$ cat src/rtl/vram_arbiter.sv
// VRAM port arbiter: video fetch priority, posted CPU writes, CPU reads.
// Owns the single 16K x 12 VRAM port.
module vram_arbiter #(
  parameter int ADDR_W      = 14,
  parameter int DATA_W      = 12,
  parameter int WFIFO_DEPTH = 4
) (
  input  logic              clk,
  input  logic              rst,
  input  logic              vid_active,
  input  logic [ADDR_W-1:0] vid_addr,
  output logic [DATA_W-1:0] vid_data,
  input  logic              cpu_req,
  input  logic              cpu_we,
  input  logic [ADDR_W-1:0] cpu_addr,
  input  logic [DATA_W-1:0] cpu_wdata,
  output logic              cpu_ack,
  output logic [DATA_W-1:0] cpu_rdata,
  output logic              wr_pending,
  output logic [ADDR_W-1:0] mem_addr,
  output logic              mem_we,
  output logic [DATA_W-1:0] mem_wdata,
  input  logic [DATA_W-1:0] mem_q
);

  localparam int PTR_W = $clog2(WFIFO_DEPTH);
  localparam int CNT_W = PTR_W + 1;
  localparam logic [CNT_W-1:0] FULL = CNT_W'(WFIFO_DEPTH);

  localparam logic [0:0] IDLE    = 1'b0;
  localparam logic [0:0] RD_DATA = 1'b1;

  logic [ADDR_W-1:0] fifo_addr [WFIFO_DEPTH];
  logic [DATA_W-1:0] fifo_data [WFIFO_DEPTH];

  logic [PTR_W-1:0] wr_ptr;
  logic [PTR_W-1:0] rd_ptr;
  logic [CNT_W-1:0] count;
  logic [CNT_W-1:0] count_next;
  logic [0:0]       state;

  logic fifo_empty;
  logic wr_accept;
  logic rd_issue;
  logic deq;

  assign vid_data   = mem_q;
  assign fifo_empty = (count == '0);
  assign deq        = !vid_active && !fifo_empty;

  // cpu_ack high means this request was already consumed
  assign wr_accept = cpu_req && cpu_we && !cpu_ack
                  && (state == IDLE) && (count < FULL);

  assign rd_issue = cpu_req && !cpu_we && !cpu_ack
                 && fifo_empty && !vid_active
                 && (state == IDLE);

  always_comb begin
    count_next = count;
    case ({wr_accept, deq})
      2'b10:   count_next = count + CNT_W'(1);
      2'b01:   count_next = count - CNT_W'(1);
      default: count_next = count;
    endcase
  end

  always_comb begin
    mem_addr  = vid_addr;
    mem_we    = 1'b0;
    mem_wdata = fifo_data[rd_ptr];
    if (deq) begin
      mem_addr = fifo_addr[rd_ptr];
      mem_we   = !rst;
    end else if (rd_issue) begin
      mem_addr = cpu_addr;
    end
  end

  always_ff @(posedge clk) begin
    if (wr_accept) begin
      fifo_addr[wr_ptr] <= cpu_addr;
      fifo_data[wr_ptr] <= cpu_wdata;
    end
  end

  always_ff @(posedge clk or posedge rst) begin
    if (rst) begin
      wr_ptr     <= '0;
      rd_ptr     <= '0;
      count      <= '0;
      wr_pending <= 1'b0;
      cpu_ack    <= 1'b0;
      cpu_rdata  <= '0;
      state      <= IDLE;
    end else begin
      if (wr_accept)
        wr_ptr <= wr_ptr + PTR_W'(1);
      if (deq)
        rd_ptr <= rd_ptr + PTR_W'(1);
      count      <= count_next;
      wr_pending <= (count_next != '0);
      cpu_ack    <= wr_accept || (state == RD_DATA);
      // RAM latency is fixed, so capture regardless of vid_active
      case (state)
        IDLE: begin
          if (rd_issue)
            state <= RD_DATA;
        end
        RD_DATA: begin
          cpu_rdata <= mem_q;
          state     <= IDLE;
        end
        default: state <= IDLE;
      endcase
    end
  end

endmodule
$ cat config.mk
export PLATFORM = sky130hd
export DESIGN_NAME = vram_arbiter
export DESIGN_NICKNAME = d
export VERILOG_FILES = /design/src/rtl/vram_arbiter.sv
export SDC_FILE = /design/constraint.sdc
export NUM_CORES = 1
export LEC_CHECK = 0
export ABC_CLOCK_PERIOD_IN_PS = 5600
export CAP_MARGIN = 20
export CORE_MARGIN = 5
export CORE_UTILIZATION = 35
export CTS_BUF_LIST = sky130_fd_sc_hd__clkbuf_4 sky130_fd_sc_hd__clkbuf_8
export DETAILED_ROUTE_END_ITERATION = 16
export GPL_ROUTABILITY_DRIVEN = 0
export PLACE_DENSITY_LB_ADDON = 0.12
export SETUP_SLACK_MARGIN = 0.5
export SYNTH_ARGS = -nofsm -noshare
export SYNTH_HDL_FRONTEND = slang
export SYNTH_SLANG_ARGS = --single-unit
export TNS_END_PERCENT = 30
$ cat constraint.sdc
create_clock -name clk -period 5.6 [get_ports clk]
set_input_delay 1.12 -clock clk [delete_from_list [all_inputs] [get_ports clk]]
set_output_delay 1.12 -clock clk [all_outputs]
set_load 0.005 [all_outputs]
# == After elaboration in Yosys (flattened, before gate mapping) ==
# Memory sizes are Yosys's and may differ from the RTL's.
# Cells that the tools add are included.
# totals
ff_bits,22
ram_bits,104
output_inout_bits,53
n_memories,2
# classes
n_addsub,4
order_cmp,1
n_eq_ne,2
muxes,8
bitwise,1
reduce_logical,18
# memory_table
memory,words,word_bits,read_ports,rd_ports_with_merged_regs,write_ports,line,source
fifo_addr,4,14,1,0,1,33,logic [ADDR_W-1:0] fifo_addr [WFIFO_DEPTH];
fifo_data,4,12,1,0,1,34,logic [DATA_W-1:0] fifo_data [WFIFO_DEPTH];
# op_table
operator,count
2-to-1 mux 14 bit,2
logical AND 1 bit,10
one-hot mux 3 bit (2 select lines),1
zero test 1 bit,5
"adder 2 x 1 -> 2 bit, second input constant",2
2-to-1 mux 1 bit,4
"adder 3 x 1 -> 3 bit, second input constant",1
zero test 3 bit,1
"less-than comparator 3 bit, second input constant",1
nonzero test 3 bit,1
"subtractor 3 x 1 -> 3 bit, second input constant",1
"equality test 2 x 1 -> 1 bit, second input constant",1
"equality test 2 bit, second input constant",1
one-hot mux 1 bit (2 select lines),1
logical OR 1 bit,1
inverter 1 bit,1

# == Depth between registers and ports, before layout ==
# Gate-level depths: netlist of run 1.
# depth
word_depth,8
mapped_depth,9
depth_no_buf,9

# == Least setup slack after synthesis of run 1 ==
# OpenSTA, ideal clock, no wires.
# synth_timing
path_type,input to output
startpoint,input port vid_active
endpoint,output port mem_addr[10]
arrival_ns,2.195
required_time_ns,4.480
path_slack_ns,2.285
cell_stages,5
cell_sequence,clkbuf_1 -> nor4_1 -> nand2_1 -> buf_2 -> o221a_2
# synth_between
elab_chain_cells,5
word_cells_on_any_way,6
classes_between,2 x mux; 4 x reduce/logical
# synth_lines
element,line,source
start: declaration,10,"input logic vid_active,"
zero test 1 bit (*),"49, 56",
logical AND 1 bit,56,&& fifo_empty && !vid_active
logical AND 1 bit,57,&& (state == IDLE);
2-to-1 mux 14 bit,75,end else if (rd_issue) begin
2-to-1 mux 14 bit (*),72,if (deq) begin
end: declaration,20,"output logic [ADDR_W-1:0] mem_addr,"
# Every way passes the cells marked *; elsewhere a longest branch is shown, timed or not.

# == Final worst setup path of run 1 ==
# layout_timing
startpoint,input port vid_active
endpoint,output port mem_addr[6]
# The elaborated chain is that of the path after synthesis.

==> metrics, run 1 <==
P_sw=0.000753 W; drt initial violations=105; total negative setup slack=0 ns; post-cts hold buffer count=0; Crit path largest cell delay=0.47 ns; Via Count=2720; crit path capture type=output port; DR WL/cell=19.0 µm; CP startpoint kind=input port; GR Overflow Total=0; first-pass GRT wire length=16500 µm; top-area cell type share of the netlist area=0.606; WP depth=6; Mapped Nets=319; cell at the slowest stage of the critical path=nand2_1; Max Root-Sink Buffers=2; cts bufs inserted=17; Yosys top cell by area=edfxtp_1; die area=17300 µm²; Seq cells post-synth=126; Worst VDD drop=159 µV; multiplexer share of the synthesized area=0.150; LEAKAGE=2.36 nW; Synth Area in Simple Gates=0.0410; worst-path fanout max=19; reg-to-reg setup timing slack=3.01 ns; HPWL Detailed=6640 µm; CP Cell Sequence=clkdlybuf4s50_1 -> buf_4 -> nor4_1 -> nand2_1 -> o221a_2 -> clkdlybuf4s50_1; Max transition margin=0.385; Worst Reg2Reg Path Length in Cells=8; total inserted antenna cells=0; Arrival @ worst endpoint=3.43 ns; clock latency on the worst-skew pair=0.43 ns; final WL=10700 µm; fin nets=427; post-CTS sizing=0; internal power=0.00212 W; minimum clock period=4.55 ns; Slew Limit Fails=0; clock-pin slew on the worst setup and hold paths=0.06 ns; Port Buffers=109; Hold Vio Cnt, Final=0; Die Ht=131 µm; most frequent CP cell=clkdlybuf4s50_1; synthesized area=5160 µm²; combinational power share=0.308; post-synthesis compound-gate area fraction=0.0342; Most used DFF post-synth=edfxtp_1; final worst-path cycle share=0.813; Flop pwr share=0.448; cell area power density=429 nW/µm²; Layout Skew=0.00679 ns; H-tree depth=4; post-CTS setup buffer count=0; Root Driver=clkbuf_8; Antenna Nets Post-Route=0; required time worst endpoint=4.48 ns; clock power share=0.244; xor-xnor portion of the synthesized cell area=0.00849; Synth area leaders=edfxtp_1, dfrtp_1, mux4_2; Final Setup Violations=0; Slew @ Worst Pin=0.922 ns; critical path launch point=vid_active; Top Ports=110; site row count=44; core area=14500 µm²; CP endpoint=mem_addr[6]; CTS sink cnt=126; Post-Synth Adder-Cell Area=0.0160; vias in the first global route=2877; number of enable flip-flop cells after synthesis=104; Netlist cell types=32; First-pass DRT Iterations=4; max frequency=0.220 GHz; ys async rst share=0.175; DIE WIDTH=131 µm; RSZ-0062 raised after global routing=no; CP bufs+invs=3; Remaining DRCs=0; Syn Inst Count=256; FF-to-FF End=wr_pending; synth-to-layout area growth=30.1%; Layout Utilization=0.463; largest family of logic cells by synthesized area=multiplexers; status=finished clean; critical path class=input port to output port; Reg2Reg Launch Point=state; layout cells sized above 1=0.223; CP top delay family=buffers and inverters; largest net degree at the start of global routing=29; total track usage=0.126; Synth warnings=0; Hold WS=0.505 ns; sequential area share after synthesis=0.712; mean post-synth cell area=20.1 µm²; CTS tree=done; max capacitance violation total=0; routed vias/inst=4.85; hold crit path type=register to register; Initial Util=0.356; initial antenna violation count=0; most frequent cell after synthesis=edfxtp_1; Sw Share=0.262; Post-synth top cells=edfxtp_1, dfrtp_1, mux4_2, or3_1, o221a_2
==> area by class of cell <==
cell class | instances | area [µm²]
multi-input combinational | 98 | 1290
sequential | 126 | 3670
fill | 1274 | 7770
clock inverter | 2 | 10.0
inverter | 8 | 30.0
tap | 184 | 230
clock buffer | 30 | 350
timing repair buffer | 113 | 1120
==> placed cells by master, fill, tap and decap left out <==
cell | synthesis | final
ha_1 | 5 | 5
clkinv_2 | 0 | 2
or3_1 | 15 | 15
mux4_1 | 11 | 11
o2bb2ai_1 | 1 | 1
fa_1 | 1 | 1
nand4bb_1 | 1 | 1
xnor2_1 | 2 | 2
dfrtp_1 | 22 | 21
mux2i_1 | 1 | 1
nor4b_4 | 1 | 1
and2_1 | 1 | 1
nor2_1 | 1 | 1
nor3b_1 | 1 | 1
clkdlybuf4s50_1 | 0 | 109
mux2_2 | 12 | 12
o221a_2 | 14 | 14
clkbuf_8 | 0 | 20
inv_1 | 8 | 8
nand2_1 | 2 | 2
buf_4 | 13 | 4
nand3_1 | 1 | 1
nor3_2 | 1 | 1
mux4_2 | 15 | 15
o21ai_0 | 2 | 2
and3_2 | 0 | 4
xor2_1 | 3 | 3
nor3_1 | 1 | 1
clkbuf_4 | 0 | 10
nor4_1 | 1 | 1
nand2b_1 | 1 | 1
edfxtp_1 | 104 | 104
dfrtp_2 | 0 | 1
==> layer usage <==
layer | share of wire | track usage | up-vias
met4 | 0.022 | 0.0611 | 0
met5 | 0 | 0 | -
li1 | - | - | 1257
met2 | 0.50 | 0.203 | 80
met3 | 0.063 | 0.0497 | 17
met1 | 0.42 | 0.148 | 1366
==> cell families after synthesis <==
group           after synthesis
simple gates                 31
buf+inv                      32
compound gates               17
flops                       126
xor+xnor                      5
mux                          39
fa+ha+maj                     6
==> power by group through the flow <==
stage	combinational, W	sequential (W)	clock, W
2_1_floorplan	0.000551	0.00122	0
3_3_place_gp	0.000893	0.00132	0
3_5_place_dp	0.000895	0.00132	0
4_1_cts	0.000905	0.00130	0.000731
5_1_grt	0.000956	0.00131	0.000768
6_report	0.000885	0.00129	0.000701
==> worst reg2reg max path, cell delays in order (launching register included) <==
cell	delay (ns)
dfrtp_1	0.60
nor4b_4	0.53
and2_1	0.24
inv_1	0.08
ha_1	0.22
inv_1	0.09
fa_1	0.43
mux2i_1	0.18
nand4bb_1	0.15
==> worst min-delay path by stage <==
stage | from | end | cells past startpoint
after global placement | cpu_rdata[5] | cpu_rdata[5] | 1
after detailed placement | cpu_rdata[1] | cpu_rdata[1] | 1
after CTS | cpu_rdata[1] | cpu_rdata[1] | 1
after global routing | cpu_rdata[3] | cpu_rdata[3] | 1
final | cpu_rdata[1] | cpu_rdata[1] | 1
after floorplan | cpu_rdata[6] | cpu_rdata[6] | 1
==> stage by stage <==
stage | total power, W | worst slack, ns | cells | instance area, µm²
after floorplan | 0.00177 | 2.28 | 256 | 5160
after global placement | 0.00221 | 1.07 | 529 | 6350
after detailed placement | 0.00221 | 1.03 | 529 | 6350
after CTS | 0.00293 | 1.04 | 561 | 6710
after global routing | 0.00304 | 0.940 | 561 | 6710
final | 0.00288 | 1.05 | 561 | 6710
==> sequential cells by signal, summed over array words and instances, names as in the netlist <==
name / count
wr_pending: 1
state: 1
cpu_rdata: 12
fifo_addr: 56
wr_ptr: 2
count: 3
fifo_data: 48
cpu_ack: 1
rd_ptr: 2
(Power assumes the default switching activity.)
==> run 2: changes to the inputs <==
Settings changed: ABC_CLOCK_PERIOD_IN_PS 5600 to 4730.
Clock period 5.6 ns to 4.73 ns, I/O delays scaled along.
==> run 2 against run 1 <==
Compared with the run above:
- register-to-register slack lost 0.84 ns
- die area unchanged
- combinational power is 21% higher
- clock power increased by 37%
- non-clock buffer count up 1
- clock skew up 0.0016 ns
- flip-flop and latch count stayed put
- worst setup slack got worse by 0.32 ns
==> metrics, run 2 (same netlist as run 1, synthesis figures left out) <==
Layout Skew=0.00842 ns; clock-pin slew on the worst setup and hold paths=0.07 ns; max FFs per register=56; worst hold path depth=1; die area=17300 µm²; Arrival @ worst endpoint=3.06 ns; most frequent CP cell=clkdlybuf4s50_1; max frequency=0.250 GHz; Slew Limit Fails=0; final worst-path cycle share=0.846; final WL=10900 µm; First-pass DRT Iterations=4; GR Overflow Total=0; Largest regs=fifo_addr (56), fifo_data (48), cpu_rdata (12); HPWL Detailed=6900 µm; synth-to-layout area growth=31.1%; worst-path fanout max=11; M3 GR Usage=0.0505; required time worst endpoint=3.78 ns; largest net degree at the start of global routing=27; cts bufs inserted=17; Top Ports=110; Max transition margin=0.384; Antenna Nets Post-Route=0; GR Layer Usage met1=0.154; commonest non-fill, non-tap cells in the layout=clkdlybuf4s50_1, edfxtp_1, dfrtp_1, clkbuf_8; Layout Utilization=0.467; Root Driver=clkbuf_8; Crit path largest cell delay=0.51 ns; Remaining DRCs=0; DR WL/cell=19.5 µm; CTS sink cnt=126; crit path capture type=output port; CP startpoint kind=input port; max capacitance violation total=0; reg-to-reg setup timing slack=2.17 ns; layout cells sized above 1=0.210; drt initial violations=182; FF-to-FF End=wr_pending; LEAKAGE=2.36 nW; cell at the slowest stage of the critical path=clkdlybuf4s50_1; clock latency on the worst-skew pair=0.43 ns; Reg2Reg Launch Point=state; Die Ht=131 µm; DIE WIDTH=131 µm; critical path launch point=cpu_we; Port Buffers=109; CP endpoint=mem_addr[3]; Hold Vio Cnt, Final=0; minimum clock period=4.00 ns; Worst VDD drop=243 µV; RSZ-0062 raised after global routing=no; FILL cells=1281; cell area power density=524 nW/µm²; Initial Util=0.356; post-cts hold buffer count=0; total inserted antenna cells=0; fin nets=428; Most flops, register=fifo_addr; Final Setup Violations=0; total negative setup slack=0 ns; hold crit path type=register to register; initial antenna violation count=0; CP Cell Sequence=clkdlybuf4s50_1 -> nor4_1 -> o2bb2ai_1 -> buf_4 -> o221a_2 -> clkdlybuf4s50_1; total track usage=0.129; Via Count=2747; routed vias/inst=4.91; Max Root-Sink Buffers=2; core area=14500 µm²; commonest non-fill, non-tap cell in the layout=clkdlybuf4s50_1; met2 usage=0.210; first-pass GRT wire length=16900 µm; site row count=44; gr busiest metal=met2; status=finished clean; critical path class=input port to output port; CTS tree=done; sequential cell area=3670 µm²; H-tree depth=4; Slew @ Worst Pin=0.924 ns; vias in the first global route=3011; multi-input logic area=1290 µm²; Worst Reg2Reg Path Length in Cells=8
run 2: changes by cell type in the layout (fill, tap and decap cells not counted):
cell / previous run / this run
buf_4: 4 / 5
nand2_2: 0 / 1
clkinvlp_4: 0 / 1
clkbuf_4: 10 / 3
clkinv_2: 2 / 0
nand2_1: 2 / 1
clkinv_1: 0 / 5
bufinv_16: 0 / 4
clkbuf_8: 20 / 17
run 2: routing by layer:
metal	routed length, µm	share of wire	vias up
met4	201	0.018	0
met3	673	0.062	17
met5	0	0	-
met2	5350	0.49	80
li1	-	-	1262
met1	4690	0.43	1388
run 2: how the worst min path moves through the flow:
stage	from	slack (ns)	end
floorplan	cpu_rdata[6]	0.51	cpu_rdata[6]
global route	cpu_rdata[7]	0.53	cpu_rdata[7]
CTS	cpu_rdata[6]	0.51	cpu_rdata[6]
finish	cpu_rdata[1]	0.51	cpu_rdata[1]
detailed placement	cpu_rdata[6]	0.50	cpu_rdata[6]
global placement	cpu_rdata[5]	0.49	cpu_rdata[5]
run 2: power breakdown:
group / internal, W / leakage [nW] / switching [W]
registers: 0.00136 / 1.21 / 0.000143
clock network: 0.000576 / 0.201 / 0.000387
logic: 0.000694 / 0.953 / 0.000380
total: 0.00263 / 2.36 / 0.000910
run 2: final cells by class:
type | count | share of cell area
Sequential cell | 126 | 0.544
Multi-Input combinational cell | 98 | 0.191
Timing Repair Buffer | 114 | 0.167
Clock buffer | 20 | 0.0379
Tap cell | 184 | 0.0341
Clock inverter | 10 | 0.0217
Inverter | 8 | 0.00444
run 2: through the flow:
step | instances | setup slack (ns) | area (µm²) | power [W] | hold slack [ns]
CTS | 560 | 0.635 | 6760 | 0.00361 | 0.512
global placement | 530 | 0.671 | 6350 | 0.00262 | 0.491
global route | 560 | 0.558 | 6760 | 0.00374 | 0.529
detailed placement | 530 | 0.637 | 6350 | 0.00263 | 0.496
floorplan | 256 | 1.76 | 5160 | 0.00210 | 0.505
finish | 560 | 0.727 | 6760 | 0.00354 | 0.509
run 2: repair_timing:
item	in CTS	in global routing
gates resized for setup	0	1
endpoints found under the setup margin	0	2
buffers inserted	0	0
run 2: worst max-delay path: cells and delay by family:
kind / cells / cell delay [ns]
buffers and inverters: 3 / 1.28
AO/OA/AOI/OAI: 2 / 0.49
AND/OR/NAND/NOR: 1 / 0.35
